[config.mk]
export PLATFORM = sky130hd
export DESIGN_NAME = fsm_input_cond
export DESIGN_NICKNAME = d
export VERILOG_FILES = /design/src/rtl/fsm_input_cond.sv
export SDC_FILE = /design/constraint.sdc
export NUM_CORES = 1
export LEC_CHECK = 0
export BUFFER_PORTS_ARGS = -buffer_cell sky130_fd_sc_hd__buf_2
export CAP_MARGIN = 15
export CORE_MARGIN = 2
export CORE_UTILIZATION = 52
export DETAILED_ROUTE_END_ITERATION = 10
export PLACE_DENSITY = 0.76
export REMOVE_ABC_BUFFERS = 1
export SYNTH_ARGS = -nofsm -noshare
export SYNTH_HDL_FRONTEND = slang
export SYNTH_SLANG_ARGS = --single-unit
[constraint.sdc]
create_clock -name clk -period 3.1 [get_ports clk]
set_clock_uncertainty 0.2 [all_clocks]
set_input_delay 0 -clock clk [delete_from_list [all_inputs] [get_ports clk]]
set_output_delay 0 -clock clk [all_outputs]
set_load 0.005 [all_outputs]
[src/rtl/fsm_input_cond.sv]
// Two-channel sync + debounce front end for the coin/selection FSM.
// Yields clean levels, edge pulses and a saturating glitch count.
module fsm_input_cond #(
  parameter int DB_CYCLES = 4,
  parameter int CW        = 3,
  parameter int GW        = 8
) (
  input  logic          clk,
  input  logic          rst_b,
  input  logic          raw_a,
  input  logic          raw_i,
  output logic          a9,
  output logic          i9,
  output logic          a_rise,
  output logic          i_rise,
  output logic          a_fall,
  output logic          i_fall,
  output logic          pair_chg,
  output logic [GW-1:0] glitch_cnt
);

  localparam logic [CW-1:0] DB_M1 = CW'(DB_CYCLES - 1);
  localparam logic [GW:0] G_MAX = {1'b0, {GW{1'b1}}};

  logic [1:0]    s1;
  logic [1:0]    s2;
  logic [1:0]    stb;
  logic [1:0]    prv;
  logic [CW-1:0] cnt [2];
  logic [1:0]    glt;
  logic [GW:0]   gsum;
  logic [GW-1:0] gnext;
  logic [1:0]    chg;

  always_comb begin
    glt = '0;
    for (int c = 0; c < 2; c++) begin
      glt[c] = (s2[c] == stb[c]) && (cnt[c] != '0);
    end
  end

  // +2 on a joint glitch still clamps at the all-ones value
  always_comb begin
    gsum = {1'b0, glitch_cnt}
         + (GW+1)'(glt[0])
         + (GW+1)'(glt[1]);
    gnext = (gsum > G_MAX) ? G_MAX[GW-1:0]
                           : gsum[GW-1:0];
  end

  always_ff @(posedge clk or negedge rst_b) begin
    if (!rst_b) begin
      s1         <= '0;
      s2         <= '0;
      stb        <= '0;
      prv        <= '0;
      cnt[0]     <= '0;
      cnt[1]     <= '0;
      glitch_cnt <= '0;
    end else begin
      s1         <= {raw_i, raw_a};
      s2         <= s1;
      prv        <= stb;
      glitch_cnt <= gnext;
      for (int c = 0; c < 2; c++) begin
        if (s2[c] == stb[c]) begin
          cnt[c] <= '0;
        end else if (cnt[c] == DB_M1) begin
          stb[c] <= s2[c];
          cnt[c] <= '0;
        end else begin
          cnt[c] <= cnt[c] + 1'b1;
        end
      end
    end
  end

  assign chg      = stb ^ prv;
  assign a9       = stb[0];
  assign i9       = stb[1];
  assign a_rise   = stb[0] & ~prv[0];
  assign i_rise   = stb[1] & ~prv[1];
  assign a_fall   = ~stb[0] & prv[0];
  assign i_fall   = ~stb[1] & prv[1];
  assign pair_chg = chg[0] & chg[1];

endmodule

==> impl_metrics.csv, run 1 <==
group,metric,value,unit
setup_path,worst-r2r-cell-count,8,
setup_path,startpoint_type_of_the_worst_setup_path,"flop",
routing,pre_repair_dr_iteration_count,4,
setup_path,crit_fanout,5,
routing,remaining_design_rule_violation_count,0,
global_route,groute.usage.overall,0.175,
synthesis,yosys.cell_types.count,24,
die,die_area,2250,sq um
clock_network,max_clock_buf_depth,2,
place,placement.setup.worst_slack,0.607,ns
routing,route.antenna.remaining_nets,0,
synthesis,synthesis.yosys.warnings,0,
worst_hold_path,classification_of_the_worst_slack_hold_path,"in2reg",
global_route,grt_start_max_net_pins,23,
worst_hold_path,min_delay_path_depth,2,
synthesis,post_synth_instance_area,982,sq um
global_route,antenna_found_initial,0,
synthesis,yosysSeqAreaShare,0.561,
finish,count_of_nets_after_finishing,123,
sta,rsz_0062_raised_after_global_routing,"no",
finish,final_cell_mix,"sky130_fd_sc_hd__dfrtp_1 (22), sky130_fd_sc_hd__buf_2 (18), sky130_fd_sc_hd__inv_1 (12), sky130_fd_sc_hd__ha_1 (9)",
place,place_hpwl,1.19,mm
clock_network,cts_tree,"built",
finish,post_route_cells_drive_above_1_share,0.241,
finish,area_delta_synth_final,21.3,%
sta,fin_crit,2.52,ns
sta,layout_setup_ws,0.575,ns
routing,wirelength,1.59,mm
global_route,first_pass_grt_wire_length,2.64,mm
power_and_ir_drop,p_leak,0.000618,uW
clock_network,cts_repair_resize_count,0,
setup_path,end_kind,"flop",
setup_path,r2r_setup_slack,0.58,ns
sta,max_slew.worst_pin.slew,0.911,ns
worst_hold_path,min_delay_worst_endpoint,"s1[0]",
clock_network,root_buffer,"sky130_fd_sc_hd__clkbuf_4",
setup_path,crit_type,"reg2reg",
synthesis,netlist.area_leader.share,0.561,
die,fp.dieH,47.5,microns
global_route,globalRoute.totalOverflow,0,
setup_path,worst_setup_path_startpoint,"stb[1]",
place,portBuffers,18,
setup_path,worst_ep_arrival_time,2.57,ns
power_and_ir_drop,power.total,1080,uW
worst_hold_path,hold_start,"raw_a",
synthesis,postSynthCellCount,83,
setup_path,reg2reg_to,"glitch_cnt[5]",
synthesis,cell_type_with_the_highest_aggregate_area_in_the_netlist,"sky130_fd_sc_hd__dfrtp_1",
finish,layout_commonest_cell,"sky130_fd_sc_hd__dfrtp_1",
die,floorplan.io_pins,19,
sta,clock.fmax,396,MHz
power_and_ir_drop,power_density,909,nW/um^2
sta,final_hold_viol_count,0,
place,placed_cells,125,
clock_network,post-cts-setup-buffers,0,
clock_network,tritoncts.num_buffers,3,
routing,vias,651,
flow_run,maxCapViolations,0,
clock_network,clock_sinks,22,
setup_path,timing.rr.start,"stb[1]",
routing,post_drt_via_cell_ratio,4.89,
die,fp.coreArea,1750,sq um
die,initial_utilization,0.563,
status,status,"complete, no violations",
clock_network,clock_latency,0.32,ns
place,gp_routability_congestion,0.804,
finish,antenna_cells,0,
setup_path,critPathRequiredTime,3.14,ns
synthesis,ys_ff_latch,22,
sta,slew_headroom,0.390,
routing,drtIter0Drc,4,
sta,period_share,0.814,
global_route,grt_pass1_vias,597,
finish,layoutNonFillerInstCount,133,
die,dieWidth,47.5,microns
synthesis,syn_area_per_cell,11.8,sq um
sta,setup-tns-final,0,ns
power_and_ir_drop,max-vdd-ir-drop,0.000452,V
routing,routedWlPerCell,12.0,microns
clock_network,clkTransAtPathRegs,0.12,ns
clock_network,clock_tree.htree_level_count,1,
synthesis,synth.area.top_cells,"sky130_fd_sc_hd__dfrtp_1 (56%), sky130_fd_sc_hd__ha_1 (11%), sky130_fd_sc_hd__inv_1 (4.6%)",
sta,fin_max_slew_vios,0,
die,num_rows,15,
sta,setup-violations-final,0,
-- metal layers --
metal  GRT usage  part of all wire  up-vias
met5           0                 0        -
met4       0.117             0.031        0
met3      0.0226             0.041        5
met2       0.284              0.46       18
met1       0.218              0.46      297
li1            -                 -      331
-- flip-flops by register name, indices dropped and copies added (netlist names) --
register    flops
prv             2
cnt             6
s2              2
stb             2
glitch_cnt      8
s1              2
-- cell usage after synthesis (all sizes together) --
library cell	number
a21oi	1
a31oi	3
nor2b	2
fa	1
a41oi	2
nor2	2
dfrtp	22
xnor2	3
and3	3
nand2	3
nand3	3
o21ai	5
nor3b	4
o21a	1
inv	12
nand2b	2
and3b	1
buf	1
ha	9
and4b	1
nor3	1
mux2	1
-- worst max-delay path, stage by stage (launching register included) --
cell and delay (ns):
sky130_fd_sc_hd__dfrtp_1 0.45, sky130_fd_sc_hd__xnor2_1 0.32, sky130_fd_sc_hd__o21ai_0 0.19, sky130_fd_sc_hd__fa_1 0.44
sky130_fd_sc_hd__inv_1 0.09, sky130_fd_sc_hd__ha_1 0.20, sky130_fd_sc_hd__and3_2 0.24, sky130_fd_sc_hd__nand3_1 0.19
sky130_fd_sc_hd__o21ai_1 0.13
-- logic make-up (layout without fill, tap and decap cells) --
group	count (synthesis)	count (layout)	share of synthesized area
xor gates and xnor gates	3	3	0.0268
adders and majority gates	10	10	0.135
and+or+nand+nor	22	22	0.140
DFF	22	22	0.561
buffers and inverters	13	38	0.0509
AOI/OAI and AO/OA	12	12	0.0752
muxes	1	1	0.0115
-- power by group --
group,leakage [uW],switching [uW],internal [uW]
clock,0.0000279,86.3,131
sequential,0.000274,106,381
combinational,0.000316,180,198
total,0.000618,372,710
-- cell type report --
cell class | count | area, sq um
Clock buffer | 3 | 22.5
Tap cell | 25 | 31.3
Fill cell | 152 | 554
Inverter | 12 | 45.0
Timing Repair Buffer | 22 | 130
Clock inverter | 1 | 30.0
Sequential cell | 22 | 551
Multi-Input combinational cell | 48 | 382
-- how the worst max path moves through the flow --
stage	endpoint	slack, ns	cells after the start
after CTS	glitch_cnt[5]	0.59	8
after detailed placement	glitch_cnt[3]	0.61	8
final	glitch_cnt[5]	0.58	8
after global routing	glitch_cnt[3]	0.33	8
after global placement	glitch_cnt[3]	0.71	8
after floorplan	glitch_cnt[6]	0.86	8
-- metrics by stage --
step,hold slack [ns],cell area [sq um],utilization
after floorplan,-0.496,977,-
after global placement,-0.212,1100,0.629
after detailed placement,-0.219,1100,0.629
after CTS,0.108,1190,0.682
after global routing,0.124,1190,0.682
final,0.111,1190,0.682
-- what timing repair did --
| action | in CTS | in global routing |
|---|---|---|
| endpoints found under the setup margin | 0 | 0 |
| hold buffers | 4 | 0 |
| endpoints found under the hold margin | 24 | 0 |
No activity file was read; power rests on OpenSTA's default activity.
==> run 2, diff against run 1 <==
- ABC_AREA: unset -> 1
- CORE_UTILIZATION: 52 -> 48
- PLACE_DENSITY: 0.76 -> 0.73
- clock period: 3.1 -> 2.2 ns (I/O delays scaled with it)
==> run 2 against run 1 <==
Net effect:
- die area increased by 12%
- fmax up 22%
- synthesized cell count grew 28%
- clock power hardly changed
- synthesized area up 4.1%
- count of clock-buffer cells in the layout rose by 1
- final cell count increased by 23%
- global-route usage decreased by 1.2 points
- critical path type unchanged
==> impl_metrics.csv, run 2 <==
group,metric,value,unit
setup_path,critPathRequiredTime,2.25,ns
setup_path,end_kind,"flop",
sta,setup-violations-final,0,
finish,final_cell_mix,"sky130_fd_sc_hd__nand2_1 (30), sky130_fd_sc_hd__dfrtp_1 (22), sky130_fd_sc_hd__inv_1 (18), sky130_fd_sc_hd__buf_2 (18)",
die,initial_utilization,0.516,
finish,count_of_nets_after_finishing,152,
place,place_hpwl,1.31,mm
finish,area_delta_synth_final,24.2,%
die,num_rows,16,
power_and_ir_drop,max-vdd-ir-drop,0.000663,V
global_route,grt_start_max_net_pins,23,
synthesis,syn_area_per_cell,9.64,sq um
sta,clock.fmax,483,MHz
flow_run,maxCapViolations,0,
setup_path,crit_path_max_incr_delay,0.38,ns
routing,remaining_design_rule_violation_count,0,
clock_network,cts_tree,"built",
global_route,antenna_found_initial,0,
global_route,groute.usage.overall,0.163,
routing,pre_repair_dr_iteration_count,4,
finish,fillerInstances,159,
synthesis,cell_type_with_the_highest_aggregate_area_in_the_netlist,"sky130_fd_sc_hd__dfrtp_1",
power_and_ir_drop,power_density,1250,nW/um^2
sta,worst_hold_slack,0.128,ns
routing,wirelength,1.70,mm
clock_network,max_clock_buf_depth,2,
finish,layout_commonest_cell,"sky130_fd_sc_hd__nand2_1",
setup_path,crit_path_end,"glitch_cnt[4]",
sta,final_hold_viol_count,0,
synthesis,ys_dominant_reg_cell,"sky130_fd_sc_hd__dfrtp_1",
setup_path,crit_type,"reg2reg",
power_and_ir_drop,cellInternalPower,990,uW
setup_path,reg2reg_to,"glitch_cnt[4]",
setup_path,worst_setup_path_startpoint,"cnt[3]",
setup_path,crit_fanout,5,
finish,post_route_cells_drive_above_1_share,0.263,
power_and_ir_drop,power.total,1590,uW
finish,layoutNonFillerInstCount,164,
power_and_ir_drop,comb_power_share,0.458,
synthesis,synthMostInstantiatedCell,"sky130_fd_sc_hd__nand2_1",
routing,route.antenna.remaining_nets,0,
routing,vias,735,
sta,fin_crit,2.07,ns
finish,fin_util,0.641,
synthesis,synth.cells.most_frequent,"sky130_fd_sc_hd__nand2_1 (30), sky130_fd_sc_hd__dfrtp_1 (22), sky130_fd_sc_hd__inv_1 (19), sky130_fd_sc_hd__ha_1 (9), sky130_fd_sc_hd__nor2_1 (9)",
clock_network,clock_sinks,22,
finish,most_flop_heavy_register,"glitch_cnt",
die,fp.dieH,50.2,microns
routing,routedWlPerCell,10.3,microns
setup_path,most_frequent_cell_on_the_critical_path,"sky130_fd_sc_hd__nand2_1",
synthesis,synthesis.yosys.warnings,0,
setup_path,r2r_setup_slack,0.13,ns
synthesis,postSynthCellCount,106,
synthesis,post_synth_instance_area,1020,sq um
power_and_ir_drop,share_seq_of_total_power,0.405,
routing,drtIter0Drc,3,
power_and_ir_drop,clock_power_share,0.138,
synthesis,synth.area.top_cells,"sky130_fd_sc_hd__dfrtp_1 (54%), sky130_fd_sc_hd__ha_1 (11%), sky130_fd_sc_hd__nand2_1 (11%)",
synthesis,ys_ff_latch,22,
die,fp.coreArea,1980,sq um
setup_path,worst-r2r-cell-count,13,
global_route,globalRoute.totalOverflow,0,
sta,fin_max_slew_vios,0,
clock_network,root_buffer,"sky130_fd_sc_hd__clkbuf_4",
finish,sequential_cell_area,551,sq um
setup_path,critical_path_buf_inv_count,3,
power_and_ir_drop,netSwitchingFraction,0.377,
sta,period_share,0.940,
setup_path,startpoint_type_of_the_worst_setup_path,"flop",
clock_network,clock_latency,0.30,ns
finish,reg_top3,"glitch_cnt: 8 flops, cnt: 6 flops",
die,dieWidth,50.2,microns
sta,max_slew.worst_pin.slew,0.955,ns
setup_path,timing.rr.start,"cnt[3]",
routing,post_drt_via_cell_ratio,4.48,
clock_network,tritoncts.num_buffers,3,
status,status,"complete, no violations",
synthesis,yosys.cell_types.count,17,
finish,largest_register_ff_count,8,
finish,multi_input_area,410,sq um
worst_hold_path,classification_of_the_worst_slack_hold_path,"in2reg",
synthesis,postSynth.asyncResetShare,1.00,
setup_path,crit_family,"adder cells",
setup_path,critical_path.slowest_cell,"sky130_fd_sc_hd__fa_2",
sta,slew_headroom,0.361,
clock_network,clock_tree.htree_level_count,1,
global_route,first_pass_grt_wire_length,3.14,mm
power_and_ir_drop,p_leak,0.000710,uW
setup_path,crit_path_cell_trace,"inv_1 > ha_1 > nand2_1 > nand2_1 > fa_2 > inv_1 > ha_1 > nand2_1 > inv_2 > nand2_1 > nand2_1 > o21ai_0 > nand2_1",
setup_path,timing.critical_path.depth,13,
place,portBuffers,18,
finish,antenna_cells,0,
synthesis,yosysSeqAreaShare,0.539,
synthesis,synth_edf_count,0,
synthesis,netlist.area_leader.share,0.539,
clock_network,clkTransAtPathRegs,0.12,ns
global_route,grt_pass1_vias,755,
place,placed_cells,154,
die,floorplan.io_pins,19,
sta,setup-tns-final,0,ns
power_and_ir_drop,total_switching_power,599,uW
die,die_area,2520,sq um
setup_path,worst_ep_arrival_time,2.12,ns
place,gp_routability_congestion,0.813,
## run 2: cell count changes after synthesis, moves of 3 or more
cell / delta
sky130_fd_sc_hd__nand2_1: +27
sky130_fd_sc_hd__inv_1: +7
sky130_fd_sc_hd__nor2_1: +7
sky130_fd_sc_hd__nor3b_1: -4
sky130_fd_sc_hd__a31oi_1: -3
sky130_fd_sc_hd__o21ai_0: -3
## run 2: cell type report
class                      instances  share of cell area
sequential                        22               0.433
multi-input combinational         65               0.323
timing repair buffer              27               0.132
inverter                          19              0.0562
clock buffer                       4              0.0286
tap                               27              0.0266
## run 2: repair_timing
action                                  4_1_cts  5_1_grt
resized for setup                             1        2
setup buffers                                 0        2
endpoints found under the hold margin        24        0
endpoints found under the setup margin        7        8
pin swaps                                     0        1
hold buffers                                  4        0
## run 2: per-stage QoR
stage | setup slack [ns] | cell area (sq um)
2_1_floorplan | 0.0683 | 1020
3_3_place_gp | 0.0828 | 1170
3_5_place_dp | -0.00228 | 1170
4_1_cts | 0.0211 | 1240
5_1_grt | -0.00643 | 1270
6_report | 0.131 | 1270
## run 2: layer usage
| metal | global-route usage | vias up | part of all wire |
|---|---|---|---|
| li1 | - | 380 | - |
| met1 | 0.202 | 340 | 0.45 |
| met2 | 0.274 | 13 | 0.50 |
| met3 | 0.0446 | 2 | 0.041 |
| met4 | 0.0509 | 0 | 0.0083 |
| met5 | 0 | - | 0 |
## run 2: cells by family (layout without fill, tap and decap cells)
family | Yosys count | after routing | share of synthesized area
adders and majority gates | 10 | 10 | 0.130
buffers and inverters | 19 | 50 | 0.0698
and+or+nand+nor | 48 | 48 | 0.213
xor gates and xnor gates | 3 | 3 | 0.0257
AOI/OAI and AO/OA | 4 | 4 | 0.0233
DFF | 22 | 22 | 0.539
## run 2: how the worst min path moves through the flow
stage | from | end | slack, ns | cells after the start
5_1_grt | raw_i | s1[1] | 0.13 | 2
4_1_cts | raw_a | s1[0] | 0.13 | 2
6_report | raw_i | s1[1] | 0.13 | 2
3_3_place_gp | rst_b | prv[1] | -0.21 | 1
2_1_floorplan | rst_b | cnt[0] | -0.50 | 0
3_5_place_dp | rst_b | cnt[0] | -0.22 | 1
## run 2: power groups by stage
stage                     logic (uW)  registers, uW  clock network [uW]
after floorplan                  412            648                   0
after global placement           669            643                   0
after detailed placement         699            652                   0
after CTS                        710            644                 224
after global routing             852            667                 239
final                            727            643                 219
==> run 3, diff against run 2 <==
- RECOVER_POWER: unset -> 100
==> run 3 against run 2 <==
Net effect:
- register-to-register slack better by 0.02 ns
- setup slack better by 0.015 ns
- die area unchanged
- count of clock-buffer cells in the layout did not move
- critical path depth did not move
- largest cell class unchanged
==> impl_metrics.csv, run 3 (same netlist as run 2, synthesis figures left out) <==
group,metric,value,unit
setup_path,critPathRequiredTime,2.24,ns
sta,clock.fmax,487,MHz
status,status,"complete, no violations",
sta,setup-tns-final,0,ns
routing,remaining_design_rule_violation_count,0,
power_and_ir_drop,cellInternalPower,970,uW
power_and_ir_drop,netSwitchingFraction,0.379,
setup_path,crit_fanout,5,
setup_path,crit_path_max_incr_delay,0.38,ns
die,fp.coreArea,1980,sq um
clock_network,tritoncts.num_buffers,3,
finish,fillerInstances,166,
routing,route.antenna.remaining_nets,0,
power_and_ir_drop,comb_power_share,0.449,
power_and_ir_drop,power.total,1560,uW
clock_network,root_buffer,"sky130_fd_sc_hd__clkbuf_4",
power_and_ir_drop,clock_power_share,0.140,
finish,most_flop_heavy_register,"glitch_cnt",
finish,antenna_cells,0,
setup_path,end_kind,"flop",
power_and_ir_drop,max-vdd-ir-drop,0.000645,V
finish,area_delta_synth_final,22.8,%
power_and_ir_drop,power_density,1250,nW/um^2
routing,wirelength,1.69,mm
worst_hold_path,min_delay_path_depth,2,
global_route,groute.usage.overall,0.163,
finish,reg_top3,"glitch_cnt: 8 flops, cnt: 6 flops",
place,gp_routability_congestion,0.813,
sta,worst_hold_slack,0.129,ns
worst_hold_path,hold_start,"raw_i",
clock_network,max_clock_buf_depth,2,
setup_path,crit_path_cell_trace,"inv_1 > ha_1 > nand2_1 > nand2_1 > fa_2 > inv_1 > ha_1 > nand2_1 > inv_2 > nand2_1 > nand2_1 > o21ai_0 > nand2_1",
routing,pre_repair_dr_iteration_count,4,
finish,largest_register_ff_count,8,
sta,fin_crit,2.05,ns
sta,setup-violations-final,0,
global_route,grt_start_max_net_pins,23,
die,dieWidth,50.2,microns
die,fp.dieH,50.2,microns
setup_path,most_frequent_cell_on_the_critical_path,"sky130_fd_sc_hd__nand2_1",
die,die_area,2520,sq um
clock_network,clock_latency,0.30,ns
sta,rsz_0062_raised_after_global_routing,"no",
setup_path,timing.rr.start,"cnt[3]",
finish,layout_commonest_cell,"sky130_fd_sc_hd__nand2_1",
sta,fin_max_slew_vios,0,
global_route,first_pass_grt_wire_length,3.14,mm
power_and_ir_drop,p_leak,0.000695,uW
clock_network,clock_tree.htree_level_count,1,
sta,period_share,0.933,
die,num_rows,16,
routing,drtIter0Drc,4,
finish,count_of_nets_after_finishing,152,
routing,routedWlPerCell,10.3,microns
finish,post_route_cells_drive_above_1_share,0.226,
sta,slew_headroom,0.360,
clock_network,clock_sinks,22,
finish,fin_util,0.633,
die,floorplan.io_pins,19,
worst_hold_path,classification_of_the_worst_slack_hold_path,"in2reg",
clock_network,clkTransAtPathRegs,0.12,ns
routing,vias,736,
global_route,antenna_found_initial,0,
sta,final_hold_viol_count,0,
global_route,grt_pass1_vias,755,
setup_path,startpoint_type_of_the_worst_setup_path,"flop",
worst_hold_path,min_delay_worst_endpoint,"s1[1]",
setup_path,critical_path.slowest_cell,"sky130_fd_sc_hd__fa_2",
die,initial_utilization,0.516,
power_and_ir_drop,total_switching_power,593,uW
setup_path,reg2reg_to,"glitch_cnt[4]",
flow_run,maxCapViolations,0,
setup_path,worst-r2r-cell-count,13,
clock_network,cts_tree,"built",
routing,post_drt_via_cell_ratio,4.49,
place,portBuffers,18,
finish,final_cell_mix,"sky130_fd_sc_hd__nand2_1 (30), sky130_fd_sc_hd__dfrtp_1 (22), sky130_fd_sc_hd__inv_1 (18), sky130_fd_sc_hd__buf_2 (15)",
sta,max_slew.worst_pin.slew,0.958,ns
setup_path,worst_ep_arrival_time,2.10,ns
setup_path,crit_type,"reg2reg",
setup_path,r2r_setup_slack,0.15,ns
power_and_ir_drop,share_seq_of_total_power,0.411,
global_route,globalRoute.totalOverflow,0,
place,place_hpwl,1.31,mm
==> run 3: cell types whose count changed in the layout (fill, tap and decap cells not counted), sizes merged <==
| cell | before | now |
|---|---|---|
| clkbuf | 4 | 9 |
| buf | 23 | 18 |
==> run 3: worst max path at each step <==
stage	start	end	slack, ns	depth (start not counted)
floorplan	stb[1]	glitch_cnt[4]	0.07	11
global placement	cnt[0]	glitch_cnt[4]	0.08	13
detailed placement	cnt[0]	glitch_cnt[4]	-0.002	13
CTS	cnt[0]	glitch_cnt[4]	0.02	13
global route	cnt[3]	glitch_cnt[4]	0.008	13
finish	cnt[3]	glitch_cnt[4]	0.15	13
==> run 3: timing repair <==
item                                    CTS  global route
pin swaps                                 0             1
gates cloned                              0             0
hold buffers                              4             0
resized for setup                         1             2
endpoints found under the hold margin    24             0
buffers inserted                          0             2
endpoints found under the setup margin    7             8
==> run 3: cell type report <==
cell class	instances	area [sq um]	area share
timing repair buffer	27	161	0.129
sequential	22	551	0.439
tap	27	33.8	0.0269
multi-input combinational	65	402	0.320
clock buffer	4	36.3	0.0289
inverter	19	71.3	0.0568
==> run 3: per-stage QoR <==
stage          cell area (sq um)  instances  setup WS [ns]
2_1_floorplan               1020        106         0.0683
3_3_place_gp                1170        154         0.0828
6_report                    1250        164          0.147
4_1_cts                     1240        162         0.0211
3_5_place_dp                1170        154       -0.00228
5_1_grt                     1250        164        0.00792
==> run 3: layer usage <==
| layer | track usage | part of all wire | up-vias |
|---|---|---|---|
| li1 | - | - | 379 |
| met1 | 0.202 | 0.45 | 342 |
| met2 | 0.274 | 0.50 | 13 |
| met3 | 0.0446 | 0.041 | 2 |
| met4 | 0.0509 | 0.0083 | 0 |
| met5 | 0 | 0 | - |
==> run 3: worst max-delay path, delay by kind of cell, from the launching register on <==
kind / cells / cell delay (ns)
simple gates: 6 / 0.38
flops: 1 / 0.37
buf+inv: 3 / 0.23
fa+ha+maj: 3 / 0.73
compound gates: 1 / 0.08
==> run 3: power groups by stage <==
stage	clock network (uW)	registers, uW	logic, uW
after floorplan	0	648	412
after global placement	0	643	669
after detailed placement	0	652	699
after CTS	224	644	710
after global routing	239	667	828
final	218	643	702
